<file path="src/rtl/div_pkg.sv">
// Shared definitions for the sequential divider: FSM encoding and default width.
package div_pkg;

    localparam int DEFAULT_WIDTH = 64;

    typedef enum logic [1:0] {
        IDLE   = 2'd0,
        CALC   = 2'd1,
        FINISH = 2'd2
    } state_t;

endpackage

</file>
<file path="src/rtl/seq_div64_sub_cla.sv">
// N-bit subtractor a-b built as a + ~b + 1 on 4-bit carry-lookahead groups;
// o_borrow is set when b > a.
module sub_cla #(
    parameter int N = 65
) (
    input  logic [N-1:0] i_a,
    input  logic [N-1:0] i_b,
    output logic [N-1:0] o_diff,
    output logic         o_borrow
);

    localparam int NG = (N + 3) / 4;

    logic [N-1:0] w_g;
    logic [N-1:0] w_p;

    assign w_g = i_a & ~i_b;
    assign w_p = i_a ^ ~i_b;

    genvar gi;
    generate
        for (gi = 0; gi < NG; gi++) begin : g_grp
            localparam int LO = 4 * gi;
            localparam int NB = ((N - LO) < 4) ? (N - LO) : 4;

            logic          w_cin;
            logic          w_cout;
            logic [NB:0]   w_cc;

            if (gi == 0) begin : g_first
                assign w_cin = 1'b1;
            end else begin : g_rest
                assign w_cin = g_grp[gi-1].w_cout;
            end

            // Each carry is a flat generate/propagate expression from the group carry-in.
            always_comb begin
                logic v_g;
                logic v_p;
                w_cc    = '0;
                w_cc[0] = w_cin;
                for (int k = 1; k <= NB; k++) begin
                    v_g = w_g[LO+k-1];
                    v_p = w_p[LO+k-1];
                    for (int j = k - 2; j >= 0; j--) begin
                        v_g = v_g | (v_p & w_g[LO+j]);
                        v_p = v_p & w_p[LO+j];
                    end
                    w_cc[k] = v_g | (v_p & w_cin);
                end
            end

            assign w_cout            = w_cc[NB];
            assign o_diff[LO +: NB]  = w_p[LO +: NB] ^ w_cc[NB-1:0];
        end
    endgenerate

    assign o_borrow = ~g_grp[NG-1].w_cout;

endmodule

</file>
<file path="src/rtl/seq_div64.sv">
// Unsigned restoring divider, one quotient bit per clock, MSB first.
// The dividend register shifts out its MSB and collects quotient bits at the LSB.
module seq_div64
    import div_pkg::*;
#(
    parameter int WIDTH = DEFAULT_WIDTH
) (
    input  logic             clk,
    input  logic             reset_n,
    input  logic             start,
    input  logic [WIDTH-1:0] dividend,
    input  logic [WIDTH-1:0] divisor,
    output logic             busy,
    output logic             done,
    output logic [WIDTH-1:0] quotient,
    output logic [WIDTH-1:0] remainder,
    output logic             div_by_zero
);

    localparam int CW = (WIDTH > 1) ? $clog2(WIDTH) : 1;

    state_t           r_state;
    state_t           w_next_state;
    logic [WIDTH-1:0] r_quo;
    logic [WIDTH-1:0] r_rem;
    logic [WIDTH-1:0] r_dvs;
    logic [CW-1:0]    r_cnt;
    logic             r_dbz;

    logic [WIDTH:0]   w_shift;
    logic [WIDTH:0]   w_diff;
    logic             w_borrow;
    logic             w_take;

    assign w_shift = {r_rem, r_quo[WIDTH-1]};

    sub_cla #(
        .N (WIDTH + 1)
    ) u_sub (
        .i_a      (w_shift),
        .i_b      ({1'b0, r_dvs}),
        .o_diff   (w_diff),
        .o_borrow (w_borrow)
    );

    // The top difference bit can only be set together with a borrow.
    assign w_take = ~(w_borrow | w_diff[WIDTH]);

    always_ff @(posedge clk or negedge reset_n) begin
        if (!reset_n) begin
            r_state <= IDLE;
        end else begin
            r_state <= w_next_state;
        end
    end

    always_comb begin
        w_next_state = r_state;
        case (r_state)
            IDLE: begin
                if (start) begin
                    w_next_state = (divisor != '0) ? CALC : FINISH;
                end
            end
            CALC: begin
                if (r_cnt == '0) begin
                    w_next_state = FINISH;
                end
            end
            FINISH:  w_next_state = IDLE;
            default: w_next_state = IDLE;
        endcase
    end

    always_comb begin
        busy = 1'b0;
        done = 1'b0;
        case (r_state)
            CALC:    busy = 1'b1;
            FINISH:  done = 1'b1;
            default: ;
        endcase
    end

    always_ff @(posedge clk or negedge reset_n) begin
        if (!reset_n) begin
            r_quo <= '0;
            r_rem <= '0;
            r_dvs <= '0;
            r_cnt <= '0;
            r_dbz <= 1'b0;
        end else begin
            case (r_state)
                IDLE: begin
                    if (start) begin
                        r_dvs <= divisor;
                        if (divisor != '0) begin
                            r_quo <= dividend;
                            r_rem <= '0;
                            r_cnt <= CW'(WIDTH - 1);
                            r_dbz <= 1'b0;
                        end else begin
                            r_quo <= '1;
                            r_rem <= dividend;
                            r_dbz <= 1'b1;
                        end
                    end
                end
                CALC: begin
                    r_quo <= {r_quo[WIDTH-2:0], w_take};
                    r_rem <= w_take ? w_diff[WIDTH-1:0] : w_shift[WIDTH-1:0];
                    if (r_cnt != '0) begin
                        r_cnt <= r_cnt - 1'b1;
                    end
                end
                default: ;
            endcase
        end
    end

    assign quotient    = r_quo;
    assign remainder   = r_rem;
    assign div_by_zero = r_dbz;

endmodule

</file>
<file path="config.mk">
export PLATFORM = sky130hd
export DESIGN_NAME = seq_div64
export DESIGN_NICKNAME = d
export VERILOG_FILES = /design/src/rtl/div_pkg.sv /design/src/rtl/seq_div64_sub_cla.sv /design/src/rtl/seq_div64.sv
export SDC_FILE = /design/constraint.sdc
export NUM_CORES = 1
export LEC_CHECK = 0
export ABC_AREA = 1
export CAP_MARGIN = 20
export CORE_ASPECT_RATIO = 1.25
export CORE_MARGIN = 2
export CORE_UTILIZATION = 52
export DETAILED_ROUTE_END_ITERATION = 16
export PLACE_DENSITY = 0.79
export SYNTH_ARGS = -nofsm -noshare
export SYNTH_HDL_FRONTEND = slang
export SYNTH_SLANG_ARGS = --single-unit
</file>
<file path="constraint.sdc">
create_clock -name clk -period 4.5 [get_ports clk]
set_input_delay 0.45 -clock clk [delete_from_list [all_inputs] [get_ports clk]]
set_output_delay 0.45 -clock clk [all_outputs]
set_load 0.02 [all_outputs]
</file>
## Word level (Yosys, flattened, before mapping)

Index checks and enable logic that the tools add are counted.

- Equal/unequal tests: 6
- Multipliers: 0
- Div/mod/pow operators: 0
- Order comparisons: 0
- Reductions and logical operators: 9
- Bitwise logic cells: 437
- $add $sub $neg: 1
- Shift operators: 0
- Mux-type cells: 18

Operators with widths:

| operator | number |
|---|---|
| $mux W64 | 5 |
| $pmux W64 S2 | 2 |
| $and A1 B1 Y1 | 253 |
| $or A1 B1 Y1 | 162 |
| $and A65 B65 Y65 | 1 |
| $not A64 Y65 | 1 |
| $xor A65 B65 Y65 | 1 |
| $reduce_bool A64 Y1 | 1 |
| $xor A4 B4 Y4 | 16 |
| $mux W6 | 3 |
| $pmux W6 S2 | 1 |
| $ne A2 B2 Y1 const B | 4 |
| $logic_not A6 Y1 | 1 |
| $mux W2 | 3 |
| $reduce_and A2 Y1 | 3 |
| $reduce_bool A6 Y1 | 1 |
| $sub A6 B1 Y6 const B | 1 |
| $pmux W2 S2 | 1 |
| $reduce_and A4 Y1 | 1 |
| $mux W1 | 3 |
| $eq A2 B1 Y1 const B | 1 |
| $eq A2 B2 Y1 const B | 1 |
| $logic_not A2 Y1 | 1 |
| $not A1 Y1 | 2 |
| other kinds (2) | 2 |

- Bits in registers: 201
- Output and inout port bits: 131
- ROM bits: 0
- RAM bits: 0
- Input port bits: 131
- Memories: 0
- Bits in latches: 0

## Logic depth before layout (Yosys ltp)

Gate-level depths: netlist of the first run.

- Word-level depth: 43
- Gate-level depth with buffers: 43

## Modules after synthesis

From an unflattened synthesis of the first run, not the netlist that was laid out.

- Cell total of the unflattened synthesis: 1838
- Area, all modules: 13281.5 um2

By module, submodules not included:

| module | cells an instance | instances | area each (um2) |
|---|---|---|---|
| seq_div64 | 1381 | 1 | 10351.2 |
| sub_cla | 457 | 1 | 2930.3 |

## Worst setup path after synthesis of the first run

OpenSTA, ideal clock, no wires.

- Path type: flip-flop to flip-flop
- Start: reg r_rem[5], in the netlist remainder[5]
- End: reg r_rem[61], in the netlist remainder[61]
- Period minus slack after synthesis: 3.491 ns
- Slack: 1.009 ns
- Cell stages (with the launch flop): 38
- Data arrival time: 3.414 ns
- Path through: dfrtp_1 -> ha_1 -> nand2_1 -> nor3b_1 -> nor2_1 -> nand2_1 -> nand2_1 -> nand2_1 -> nand2_1 -> nand2_1 -> nand2_1 -> nand2_1 -> nand2_1 -> nand2_1 -> nand2_1 -> nand2_1 -> nand2_1 -> nand2_1 -> [2 not listed] -> nand2_1 -> nand2_1 -> nand2_1 -> nand2_1 -> nand2_1 -> nand2_1 -> nand2_1 -> nand2_1 -> nand2_1 -> nand2_2 -> nand2_1 -> nand2_2 -> inv_1 -> fa_1 -> xor2_1 -> nand2_1 -> nand3_1 -> a21oi_1

- Longest elaborated chain between the ends: 40
- Elaborated cells on any way between the ends: 51

Ends and longest elaborated chain:

| item | RTL line | text |
|---|---|---|
| start, declared | seq_div64.sv:25 | `logic [WIDTH-1:0] r_rem;` |
| start signal, assigned | seq_div64.sv:104 | `r_rem <= dividend;` |
| start signal, assigned | seq_div64.sv:111 | `r_rem <= w_take ? w_diff[WIDTH-1:0] : w_shift[WIDTH-1:0];` |
| $and A65 B65 Y65 or $xor A65 B65 Y65 (tied branches) | seq_div64_sub_cla.sv:17, seq_div64_sub_cla.sv:18 |  |
| $and A1 B1 Y1, on equally long branches | seq_div64_sub_cla.sv:46, seq_div64_sub_cla.sv:47 |  |
| $or A1 B1 Y1, or another cell as far along (2 in a row) | seq_div64_sub_cla.sv:46 | `v_g = v_g \| (v_p & w_g[LO+j]);` |
| $or A1 B1 Y1 or $and A1 B1 Y1 (tied branches) | seq_div64_sub_cla.sv:46, seq_div64_sub_cla.sv:49 |  |
| $or A1 B1 Y1 * | seq_div64_sub_cla.sv:49 | `w_cc[k] = v_g \| (v_p & w_cin);` |
| $and A1 B1 Y1 * | seq_div64_sub_cla.sv:49 |  |
| $or A1 B1 Y1 * | seq_div64_sub_cla.sv:49 |  |
| $and A1 B1 Y1 * | seq_div64_sub_cla.sv:49 |  |
| [23 not listed] | - |  |
| $and A1 B1 Y1 | seq_div64_sub_cla.sv:49 |  |
| $or A1 B1 Y1 | seq_div64_sub_cla.sv:49 |  |
| $and A1 B1 Y1 | seq_div64_sub_cla.sv:49 |  |
| $or A1 B1 Y1 | seq_div64_sub_cla.sv:49 |  |
| $not A1 Y1 | seq_div64_sub_cla.sv:58 | `assign o_borrow = ~g_grp[NG-1].w_cout;` |
| $or A1 B1 Y1 | seq_div64.sv:47 | `assign w_take = ~(w_borrow \| w_diff[WIDTH]);` |
| $mux W64 * | seq_div64.sv:111 |  |
| $pmux W64 S2 * | seq_div64.sv:93 | `case (r_state)` |

Mark *: on every way between the ends. The rest lies on a longest branch, timed or not.
A chain may end at the register's enable or synchronous reset.

## Worst setup path in the final report of the first run

- Start: reg r_quo[63], in the netlist quotient[63]
- End: reg r_rem[61], in the netlist remainder[61]

- Longest elaborated chain between the ends: 40
- Elaborated cells on any way between the ends: 46

Ends and longest elaborated chain:

| item | RTL line | text |
|---|---|---|
| start, declared | seq_div64.sv:24 | `logic [WIDTH-1:0] r_quo;` |
| start signal, assigned | seq_div64.sv:98 | `r_quo <= dividend;` |
| start signal, assigned | seq_div64.sv:110 | `r_quo <= {r_quo[WIDTH-2:0], w_take};` |
| $and A65 B65 Y65 | seq_div64_sub_cla.sv:17 | `assign w_g = i_a & ~i_b;` |
| $and A1 B1 Y1 | seq_div64_sub_cla.sv:46 |  |
| $or A1 B1 Y1 | seq_div64_sub_cla.sv:46 |  |
| $or A1 B1 Y1 * | seq_div64_sub_cla.sv:49 |  |
| $and A1 B1 Y1 * | seq_div64_sub_cla.sv:49 |  |
| $or A1 B1 Y1 * | seq_div64_sub_cla.sv:49 |  |
| $and A1 B1 Y1 * | seq_div64_sub_cla.sv:49 |  |
| $or A1 B1 Y1 * | seq_div64_sub_cla.sv:49 |  |
| [24 not listed] | - |  |
| $and A1 B1 Y1 | seq_div64_sub_cla.sv:49 |  |
| $or A1 B1 Y1 | seq_div64_sub_cla.sv:49 |  |
| $and A1 B1 Y1 | seq_div64_sub_cla.sv:49 |  |
| $or A1 B1 Y1 | seq_div64_sub_cla.sv:49 |  |
| $not A1 Y1 | seq_div64_sub_cla.sv:58 |  |
| $or A1 B1 Y1 | seq_div64.sv:47 |  |
| $mux W64 * | seq_div64.sv:111 |  |
| $pmux W64 S2 * | seq_div64.sv:93 |  |

Marked as above.

==> results of run 1 <==
-- per-stage QoR --
stage                     TNS [ps]  cell area, um2  utilization [%]  hold WS [ps]
after floorplan                  0           12500                -           154
after global placement           0           15300             64.5           516
after detailed placement         0           15300             64.5           527
after CTS                        0           16100             67.7           104
after global routing         -8.31           16300             68.6           127
final                            0           16300             68.6          23.2
-- worst paths after layout --
check / start / to / slack, ps / cells after the start
setup reg to reg: quotient[63] / remainder[61] / 520 / 40
hold / removal: reset_n / r_dvs[59] / 20 / 1
max in group asynchronous: reset_n / remainder[2] / 3470 / 2
hold reg to reg: r_dvs[43] / r_dvs[43] / 540 / 2
min in group clk: divisor[33] / r_dvs[33] / 540 / 3
setup / recovery: quotient[63] / remainder[61] / 520 / 40
-- state kept, by name (all words and copies together), names as in the netlist --
signal and count:
div_by_zero 1, remainder 64, r_state 2, quotient 64
r_dvs 64, r_cnt 6
-- routing by layer --
metal	track usage, %	vias to the layer above	wire length [um]
met5	0	-	0
met4	12.0	0	1650
met3	2.70	100	1940
met2	48.8	474	18500
met1	36.1	5752	15200
li1	-	5759	-
-- cell usage after synthesis, drive strengths merged, types with 16 or more instances --
cell type  number
a22oi          53
xor2           32
inv           263
nand2         284
a21oi         242
dfrtp         201
clkbuf         62
nor2          111
nor4           16
o21ai         148
buf            27
ha             67
nand3          74
-- critical path, delay by kind of cell, from the launching register on --
family	cells	cell delay [ps]
compound gates	1	140
xor+xnor	1	150
fa+ha+maj	2	690
buf+inv	3	190
flops	1	360
simple gates	33	2340
-- cell type report --
type / count / area [um2] / share of cell area, %
Clock inverter: 7 / 96.3 / 0.592
Sequential cell: 201 / 5030 / 30.9
Multi-Input combinational cell: 1085 / 6160 / 37.9
Antenna cell: 1 / 2.50 / 0.0154
Inverter: 263 / 993 / 6.10
Timing Repair Buffer: 285 / 2920 / 17.9
Tap cell: 325 / 407 / 2.50
Clock buffer: 33 / 663 / 4.07
-- cell families (layout without fill, tap and decap cells) --
logic type / after synthesis / in the layout / share of synthesized area [%]
AND/OR/NAND/NOR: 499 / 499 / 16.5
AO/OA/AOI/OAI: 458 / 458 / 19.7
buffers and inverters: 352 / 588 / 11.3
flip-flops: 201 / 201 / 40.2
adder cells (fa/ha/maj): 82 / 82 / 9.10
XOR/XNOR: 46 / 46 / 3.22
other: 0 / 1 / 0
-- timing repair --
item | in CTS | in global routing
resized for setup | 0 | 13
hold endpoints to repair | 0 | 0
setup buffers | 0 | 4
hold buffers | 0 | 0
setup endpoints to repair | 0 | 65
==> summary.md, run 1 <==
| Metric | Value |
|---|---|
| Status | finished, final reports clean |
| Number of setup violations in the final report | 0 |
| Crit-path max cell delay | 390 ps |
| WS Path Type | reg -> reg |
| HP Class | in -> async |
| Die outline width | about 140 um |
| Final WS setup | 517 ps |
| First-pass GRT wire length | 57800 um |
| DR pass1 iterations | 5 |
| Detail Route Antenna Nets | 0 |
| Worst Skew | 14.2 ps |
| Final wirelength | ~37000 um |
| Worst Path Max Fanout | 4 |
| Crit end category | flip-flop |
| Grt total ovfl | 0 |
| Yosys top cell area share | 40.2% |
| Post-synth cell types | 35 |
| Synth area leader | dfrtp_1 |
| Inst Count DP | roughly 2200 |
| CTS tree | yes |
| Worst-path clk slew | around 60 ps |
| Vias in the first global route | 11600 |
| Antenna violations before repair | 1 |
| Clock sink total | 201 |
| Cells after Synth | 1638 |
| Max Cap Viol | 0 |
| Layout cell share with drive strength beyond 1 | 4.38% |
| Inserted Clock Buffers | 22 |
| Final number of hold-violating endpoints | 0 |
| Gr usage total | 28.2% |
| Core area | 0.0237 mm2 |
| Yosys warning count | 0 |
| # fillers | 1918 |
| Pre-CTS setup slack | approximately 390 ps |
| Synthesized area per cell | 7.64 um2 |
| Routed len/inst | 17.0 um |
| Slowest cell on the critical path | fa_1 |
| Initial Util | 52.8% |
| Largest net degree at the start of global routing | 112 |
| Non-filler instance count after layout | 2200 |
| Post-synth EDFFs | 0 |
| H-tree depth | 1 |
| Worst Path Required | slightly below 5000 ps |
| Top cells by area, synth | dfrtp_1 (40%), a21oi_1 (9.7%), nand2_1 (8.4%) |
| Period utilization | 88.5% |
| Nets | a little over 2000 |
| DRC violations left | 0 |
| PortBufs | 261 |
| Core Rows | 63 |
| Vias | 12100 |
| Area grow syn2layout | 30.0% |
| Ys async rst share | 100% |
| Max Freq | 251 MHz |
| Tightest Pin Transition | roughly 980 ps |
| DIE HEIGHT | 177 um |
| Final slew viol count | 0 |
| Top_reg_cell synth | dfrtp_1 |
| Io pins | between 200 and 300 |
| DRT iter0 DRCs | 847 |
| WP data arrival | between 4000 and 5000 ps |
| CP most frequent cell | nand2_1 |
| Final min period | 3980 ps |
| Commonest non-fill, non-tap cells in the layout | nand2_1 (278), clkdlybuf4s50_1 (260), inv_1 (259) |
| Clk_lat worst skew | 510 ps |
| Max Buffers Root-to-Sink | 3 |
| Net count after synthesis | approximately 1900 |
| Routability cong. | 0.850 |
| Register area share after synthesis | between 40% and 50% |
| Die ar. | around 0.025 mm2 |
| CTS Root Buffer Type | clkbuf_16 |
| Slew headroom | about 34% |
| Most common cell after layout, fill and taps aside | nand2_1 |
| #FFs+latches synth | 201 |
| Vias per cell | between 5 and 6 |
| Estimated wirelength of the detail-placed design | 25400 um |
| Startpoint Class | flip-flop |
| Post-Syn Area | approximately 0.013 mm2 |
Power of run 1 is left out: the tool's default activity adds up to more than one toggle a clock period on the data nets, which glitch-free logic cannot reach.
==> run 2: changes to the inputs <==
--- a/config.mk
+++ b/config.mk
@@ -7,11 +7,13 @@
 export LEC_CHECK = 0
 export ABC_AREA = 1
 export CAP_MARGIN = 20
+export CELL_PAD_IN_SITES_DETAIL_PLACEMENT = 2
+export CELL_PAD_IN_SITES_GLOBAL_PLACEMENT = 2
 export CORE_ASPECT_RATIO = 1.25
 export CORE_MARGIN = 2
-export CORE_UTILIZATION = 52
+export CORE_UTILIZATION = 30
 export DETAILED_ROUTE_END_ITERATION = 16
-export PLACE_DENSITY = 0.79
+export PLACE_DENSITY = 0.8
 export SYNTH_ARGS = -nofsm -noshare
 export SYNTH_HDL_FRONTEND = slang
 export SYNTH_SLANG_ARGS = --single-unit
==> summary.md, run 2 (synthesis gave the netlist of run 1 again) <==
| Metric | Value |
|---|---|
| Status | finished, final reports clean |
| Inserted Clock Buffers | 25 |
| Startpoint Class | flip-flop |
| Largest net degree at the start of global routing | 105 |
| Nets | ~2100 |
| Crit-path max cell delay | 390 ps |
| Estimated wirelength of the detail-placed design | 35400 um |
| Inst Count DP | 2384 |
| Initial Util | 30.4% |
| Max Buffers Root-to-Sink | 3 |
| Routability cong. | approximately 0.76 |
| Final number of hold-violating endpoints | 0 |
| DRC violations left | 0 |
| Reg2reg end | remainder[6] |
| Final min period | 4060 ps |
| Max Freq | 246 MHz |
| DIE HEIGHT | 232 um |
| Die outline width | about 190 um |
| Worst Path Required | a little under 5000 ps |
| WS Path Type | reg -> reg |
| Final instance area | about 0.017 mm2 |
| Core Rows | 83 |
| Slew headroom | between 20% and 30% |
| Core area | 0.0411 mm2 |
| Detail Route Antenna Nets | 0 |
| # fillers | 4700 |
| CTS tree | yes |
| Gr usage total | 22.6% |
| Grt total ovfl | 0 |
| H-tree depth | 1 |
| Vias | 12500 |
| Crit end category | flip-flop |
| Reg2Reg Depth | 42 |
| Period utilization | 90.3% |
| First-pass GRT wire length | just under 80000 um |
| Commonest non-fill, non-tap cells in the layout | nand2_1 (269), clkdlybuf4s50_1 (260), inv_1 (258) |
| Worst Path Max Fanout | 8 |
| Clock sink total | 201 |
| PortBufs | 261 |
| Vias in the first global route | ~14000 |
| CTS Root Buffer Type | clkbuf_16 |
| WP data arrival | 4520 ps |
| Slowest cell on the critical path | dfrtp_1 |
| R2r setup slk | 440 ps |
| Vias per cell | 5.13 |
| Routed len/inst | 20.8 um |
| Number of setup violations in the final report | 0 |
| WHS | 475 ps |
| Tightest Pin Transition | 1080 ps |
| Area grow syn2layout | 34.9% |
| Max Cap Viol | 0 |
| TNS Setup | 0 ps |
| Worst setup path start | quotient[63] |
| HP Class | in -> async |
| DR pass1 iterations | 4 |
| Final wirelength | 50800 um |
| Io pins | 262 |
| Clk_lat worst skew | between 500 and 600 ps |
| Non-filler instance count after layout | 2440 |
| Layout cell share with drive strength beyond 1 | around 5.9% |
| Most common cell after layout, fill and taps aside | nand2_1 |
| Worst R2R Start | quotient[63] |
| Die ar. | 0.0434 mm2 |
| Final slew viol count | 0 |
| Worst Skew | between 10 and 15 ps |
| Worst-path clk slew | 60 ps |
| CP most frequent cell | nand2_1 |
| DRT iter0 DRCs | 442 |
| Antenna violations before repair | 2 |
| DP Area | 0.0157 mm2 |
[run 2: cell types whose count changed in the layout (fill, tap and decap cells not counted), sizes merged]
cell	change
clkinv	+2
buf	+8
clkinvlp	-3
dlygate4sd3	+1
clkbuf	+2
inv	+1
bufinv	+2
[run 2: worst max-delay path by stage]
| stage | endpoint | slack [ps] | cells after the start |
|---|---|---|---|
| detailed placement | remainder[63] | 8 | 40 |
| floorplan | remainder[61] | 1010 | 37 |
| global placement | remainder[63] | 300 | 40 |
| finish | remainder[6] | 440 | 42 |
| CTS | remainder[13] | 30 | 39 |
| global route | remainder[6] | -4 | 42 |
[run 2: timing repair]
action,4_1_cts,5_1_grt
setup buffers,0,5
gates cloned,0,6
resized for setup,1,36
pin swaps,0,6
hold buffers,1,0
setup endpoints to repair,3,65
endpoints found under the hold margin,69,0
[run 2: critical path: cells and delay by family, from the launching register on]
family	cells	cell delay [ps]
simple gates	37	2750
flops	1	390
buf+inv	3	310
fa+ha+maj	1	300
compound gates	1	200
[run 2: per-stage QoR]
step                utilization [%]  setup WS [ps]
global route                   41.0          -4.40
finish                         41.0            438
CTS                            40.2           32.5
detailed placement             38.1           8.21
floorplan                         -           1010
global placement               38.1            303
[run 2: cell type report]
type	instances	area, um2	share of cell area, %
Timing Repair Buffer	295	3050	18.1
Antenna cell	1	2.50	0.0148
Sequential cell	201	5030	29.8
Tap cell	552	691	4.09
Multi-Input combinational cell	1085	6260	37.1
Inverter	263	993	5.88
Clock buffer	34	699	4.14
Clock inverter	9	149	0.882
[run 2: routing by layer]
metal / share of wire, % / wire (um) / GRT usage, % / vias to the layer above
li1: - / - / - / 5794
met1: 40 / 20300 / 25.6 / 6404
met2: 53 / 27100 / 43.6 / 232
met3: 3.2 / 1620 / 2.71 / 84
met4: 3.4 / 1750 / 7.84 / 0
met5: 0 / 0 / 0 / -
Power of run 2 is left out for the same reason.
